## config.mk

```make
export PLATFORM = sky130hd
export DESIGN_NAME = frame_update_ctrl
export DESIGN_NICKNAME = d
export VERILOG_FILES = /design/src/rtl/vga_pkg.sv /design/src/rtl/seq_mult10.sv /design/src/rtl/frame_update_ctrl.sv
export SDC_FILE = /design/constraint.sdc
export NUM_CORES = 1
export LEC_CHECK = 0
export ABC_AREA = 0
export CAP_MARGIN = 5
export CORE_ASPECT_RATIO = 1.1
export CORE_MARGIN = 2
export CORE_UTILIZATION = 25
export CTS_BUF_LIST = sky130_fd_sc_hd__clkbuf_4 sky130_fd_sc_hd__clkbuf_8
export CTS_CLUSTER_SIZE = 30
export DETAILED_ROUTE_END_ITERATION = 7
export PLACE_DENSITY = 0.46
export SYNTH_ARGS = -nofsm -noshare
export SYNTH_HDL_FRONTEND = slang
export SYNTH_HIERARCHICAL = 1
export SYNTH_SLANG_ARGS = --single-unit
```

## constraint.sdc

```tcl
create_clock -name clk -period 5.9 [get_ports clk]
set_input_delay 0.885 -clock clk [delete_from_list [all_inputs] [get_ports clk]]
set_output_delay 0.885 -clock clk [all_outputs]
set_load 0.01 [all_outputs]
```

## src/rtl/vga_pkg.sv

```systemverilog
// Shared VGA-side types and defaults: controller state encoding, platform
// geometry defaults and a small magnitude helper for the multiplier.
package vga_pkg;

  typedef enum logic [1:0] {
    ST_IDLE,
    ST_MULT,
    ST_PEND,
    ST_COMMIT
  } state_t;

  localparam int DEF_BASE_RADIUS = 130;
  localparam int DEF_CENTER_X    = 463;
  localparam int DEF_CENTER_Y    = 275;
  localparam int MULT_BITS       = 10;

  function automatic logic [9:0] abs10(input logic [9:0] v);
    return v[9] ? (~v + 10'd1) : v;
  endfunction

endpackage

```

## src/rtl/seq_mult10.sv

```systemverilog
// Iterative shift-add multiplier: 10-bit signed operands, one multiplier bit
// per cycle, 20-bit signed product held stable once the run completes.
module seq_mult10
  import vga_pkg::*;
(
  input  logic              clk,
  input  logic              rst,
  input  logic              start,
  input  logic signed [9:0] op_a,
  input  logic signed [9:0] op_b,
  output logic              done,
  output logic [19:0]       product
);

  logic [19:0] mcand;
  logic [19:0] acc;
  logic [9:0]  mplier;
  logic [3:0]  count;
  logic        neg;

  // Magnitudes are multiplied; the sign is reapplied on the way out.
  always_ff @(posedge clk or posedge rst) begin
    if (rst) begin
      mcand  <= '0;
      acc    <= '0;
      mplier <= '0;
      count  <= '0;
      neg    <= 1'b0;
    end else if (start) begin
      mcand  <= {10'b0, abs10(op_a)};
      mplier <= abs10(op_b);
      acc    <= '0;
      count  <= 4'(MULT_BITS);
      neg    <= op_a[9] ^ op_b[9];
    end else if (count != '0) begin
      if (mplier[0]) acc <= acc + mcand;
      mcand  <= mcand << 1;
      mplier <= mplier >> 1;
      count  <= count - 4'd1;
    end
  end

  // High during the final iteration cycle; product is final after that edge.
  assign done    = (count == 4'd1);
  assign product = neg ? (~acc + 20'd1) : acc;

endmodule

```

## src/rtl/frame_update_ctrl.sv

```systemverilog
// Frame-synchronous ball parameter update: captures position offsets, squares
// the radius, and commits only at vertical blanking.
// Optional drop counter enabled by FRAME_UPDATE_DROP_CNT_EN.
module frame_update_ctrl
  import vga_pkg::*;
#(
  parameter int BASE_RADIUS = DEF_BASE_RADIUS,
  parameter int CENTER_X    = DEF_CENTER_X,
  parameter int CENTER_Y    = DEF_CENTER_Y
) (
  input  logic        clk,
  input  logic        rst,
  input  logic        upd_valid,
  output logic        upd_ready,
  input  logic [7:0]  upd_pos_x,
  input  logic [7:0]  upd_pos_y,
  input  logic        frame_start,
  output logic [15:0] center_x,
  output logic [15:0] center_y,
  output logic [32:0] radius_sq,
  output logic        commit_pulse,
  output logic        busy
`ifdef FRAME_UPDATE_DROP_CNT_EN
  ,
  output logic [15:0] drop_count
`endif
);

  state_t state, state_nx;

  logic              accept;
  logic              mult_done;
  logic [19:0]       mult_product;
  logic [15:0]       sx;
  logic [15:0]       sy;
  logic signed [9:0] r_in;
  logic [15:0]       cx_q;
  logic [15:0]       cy_q;

  assign sx     = {{8{upd_pos_x[7]}}, upd_pos_x};
  assign sy     = {{8{upd_pos_y[7]}}, upd_pos_y};
  assign r_in   = 10'(BASE_RADIUS) + {{2{upd_pos_x[7]}}, upd_pos_x};

  assign upd_ready    = (state == ST_IDLE) || ((state == ST_PEND) && !frame_start);
  assign accept       = upd_valid && upd_ready;
  assign commit_pulse = (state == ST_COMMIT);
  assign busy         = (state != ST_IDLE);

  // The multiplier loads on the accept edge, so MULT spans its 10 iterations.
  seq_mult10 u_mult (
    .clk     (clk),
    .rst     (rst),
    .start   (accept),
    .op_a    (r_in),
    .op_b    (r_in),
    .done    (mult_done),
    .product (mult_product)
  );

  always_comb begin
    state_nx = state;
    case (state)
      ST_IDLE:   if (accept) state_nx = ST_MULT;
      ST_MULT:   if (mult_done) state_nx = ST_PEND;
      ST_PEND: begin
        if (frame_start)  state_nx = ST_COMMIT;
        else if (accept)  state_nx = ST_MULT;
      end
      ST_COMMIT: state_nx = ST_IDLE;
      default:   state_nx = ST_IDLE;
    endcase
  end

  // Outputs load on the PEND->COMMIT edge so they are valid during COMMIT.
  always_ff @(posedge clk or posedge rst) begin
    if (rst) begin
      state     <= ST_IDLE;
      cx_q      <= 16'(CENTER_X);
      cy_q      <= 16'(CENTER_Y);
      center_x  <= 16'(CENTER_X);
      center_y  <= 16'(CENTER_Y);
      radius_sq <= 33'(BASE_RADIUS * BASE_RADIUS);
    end else begin
      state <= state_nx;
      if (accept) begin
        cx_q <= 16'(CENTER_X) + sx;
        cy_q <= 16'(CENTER_Y) + sy;
      end
      if ((state == ST_PEND) && frame_start) begin
        center_x  <= cx_q;
        center_y  <= cy_q;
        radius_sq <= {13'b0, mult_product};
      end
    end
  end

`ifdef FRAME_UPDATE_DROP_CNT_EN
  always_ff @(posedge clk or posedge rst) begin
    if (rst)
      drop_count <= '0;
    else if ((state == ST_PEND) && accept && (drop_count != '1))
      drop_count <= drop_count + 16'd1;
  end
`endif

endmodule

```

==> metrics <==
status finished clean; Leak 3.531 nW; final instance area 8244 µm²; Power Density 478.3 nW/µm²; Tot GR Track Use 11.17%; post-cts resize count 0; fmax 331.9 MHz; hold_ws 0.4809 ns; Synth Area per Inst 9.695 µm²; asr flop ratio synth 100.0%; Cell Area, Synth 6942 µm²; wirelength, routed 15400 µm; area of the multi-input gates 3689 µm²; CTS root buf clkbuf_8; Top FF cell, synth dfrtp_1; vias in the first global route 4932; fin nets 817; fin. max-slew vios 0; Post-synth EDFFs 0; final worst-path cycle share 51.07%; placer congestion estimate 0.8197; Hold Buf Count CTS 0; Netlist cell types 62; worst path required time 5.02 ns; CTS HTree Levels 4; # Post-CTS Setup Buffers 0; Reg area 2909 µm²; final setup fails 0; Mapped Cells 716; final critical-path required period 3.013 ns; drt drc 0; crit end category output pin; Slew headroom 33.77%; Hold Violations, Final 0; share of cells above drive strength 1 15.38%; critical path class in2out; Sink Count 115; post-route ant nets 0; remaining global-route overflow 0; CTS tree yes; Area Growth Syn to Fin 18.76%; part of the power in registers 36.2%; Clock Tree Buf Depth 2; Ys Warns 6; DP Wirelength 10930 µm; starting DRC count in detailed routing 186; crit start category input port; IO Count 88; drt first pass iters 4; crit path max fanout 4; initial antenna violation count 0; Worst EP arrival 2.13 ns; Die Ht 178.8 µm; num rows 63; initial core utilization 25.60%; clk slew on worst S/H paths 0.08 ns; Num CTS Buffers 17; Seq/Total Area, Yosys 41.91%; Worst Clk Skew 0.01170 ns; RSZ-0062 raised after global routing no; Power Internal 0.002463 W; first-pass GRT wire length 25760 µm; pin count of the biggest net entering global routing 61; combinational group share of total power 42.1%; Yosys reg bits 115; routed vias 5031; Worst-Skew Late Latency 0.44 ns; vias per cell 4.425; sw frac 37.53%; Hold Crit Class reg2reg; input/output buffers 61; core area 27120 µm²; die area 29120 µm²; Area after DPL 7782 µm²; WL per Instance 13.54 µm; Antenna Cells 0; setup TNS 0 ns; number of max-cap violations 0; die width 162.9 µm; clock share of power 21.7%; fill count 2864; P_sw 0.001480 W; worst vdd ir 0.1694 mV; Worst Tran Pin Value 0.9807 ns
synthesized netlist by cell type, types with 22 or more instances:
master,instances,area [µm²]
a21oi_1,48,240.2
buf_4,27,202.7
clkbuf_1,23,86.33
dfrtp_1,90,2252
dfstp_2,25,656.9
ha_1,29,362.9
inv_1,22,82.58
mux2_2,30,337.8
nand2_1,103,386.6
nor2_1,26,97.59
o21ai_0,57,285.3
xnor2_1,44,385.4
worst paths after layout:
| kind | startpoint | endpoint | slack (ns) | cells past startpoint |
|---|---|---|---|---|
| max reg2reg | u_mult/acc[12] | u_mult/acc[19] | 3.01 | 7 |
| max in group asynchronous | rst | center_y[7] | 4.34 | 3 |
| min reg2reg | cy_q[2] | cy_q[2] | 0.48 | 2 |
| max | frame_start | upd_ready | 2.89 | 3 |
| min | cy_q[2] | cy_q[2] | 0.48 | 2 |
| min in group asynchronous | rst | u_mult/acc[1] | 1.04 | 3 |
power by group through the flow:
stage	Sequential, W	Combinational (W)	Clock (W)
finish	0.00143	0.00166	0.000856
global route	0.00148	0.00188	0.000915
CTS	0.00143	0.00168	0.000885
detailed placement	0.00145	0.00168	0
global placement	0.00144	0.00166	0
floorplan	0.00138	0.00123	0
layer usage:
layer | GRT usage (%) | wire length, µm
met1 | 14.41 | 7396
met3 | 2.336 | 515
met5 | 0 | 0
met2 | 18.61 | 7252
met4 | 3.724 | 232
cell type report:
type,instances,area share [%]
Inverter,22,1.002
Clock inverter,13,2.504
Clock buffer,19,3.096
Multi-Input combinational cell,544,44.74
Tap cell,357,5.418
Sequential cell,115,35.29
Timing Repair Buffer,67,7.953
kinds of logic (layout without fill, tap and decap cells):
kind of cell	count (synthesis)	count (layout)	share of synthesized area [%]
buffers and inverters	84	121	6.416
XOR/XNOR	62	62	7.823
other	1	28	0.05402
flip-flops	115	115	41.91
AND/OR/NAND/NOR	204	204	14.22
multiplexers	58	58	9.625
AO/OA/AOI/OAI	162	162	14.44
adder cells (fa/ha/maj)	30	30	5.516
cell usage in the layout, fill, tap and decap left out, types with 7 or more instances in the layout:
cell type | synthesis | routed
a21o_1 | 8 | 8
a21oi_1 | 48 | 48
clkbuf_8 | 0 | 18
clkdlybuf4s50_1 | 0 | 61
conb_1 | 1 | 28
dfrtp_1 | 90 | 90
dfstp_2 | 25 | 25
ha_1 | 29 | 29
inv_1 | 22 | 19
mux2_2 | 30 | 30
mux2_4 | 10 | 10
mux2i_1 | 18 | 18
nand2_1 | 103 | 103
nand3_1 | 14 | 14
nand3b_1 | 10 | 10
nor2_1 | 26 | 26
nor3_1 | 7 | 7
o21ai_0 | 57 | 57
o31ai_1 | 11 | 11
xnor2_1 | 44 | 44
xor2_1 | 18 | 18
flip-flops by register name (all words and copies together), names as in the netlist:
name and flops:
radius_sq 20, u_mult/neg 1, cx_q 10, center_x 10
cy_q 9, u_mult/mcand 20, state 2, u_mult/acc 20
center_y 9, u_mult/mplier 10, u_mult/count 4
worst max-delay path, stage by stage:
cell and delay, ns:
clkdlybuf4s50_1 0.47, a21oi_1 0.21, clkdlybuf4s50_1 0.56
through the flow:
step | instances | worst slack (ns) | util, % | total power, W
floorplan | 743 | 3.328 | - | 0.002615
global placement | 1105 | 2.615 | 28.70 | 0.003105
detailed placement | 1105 | 2.582 | 28.70 | 0.003123
CTS | 1137 | 2.891 | 30.40 | 0.004001
global route | 1137 | 2.818 | 30.40 | 0.004274
finish | 1137 | 2.887 | 30.40 | 0.003943
Power figures use the tool's default switching activity.
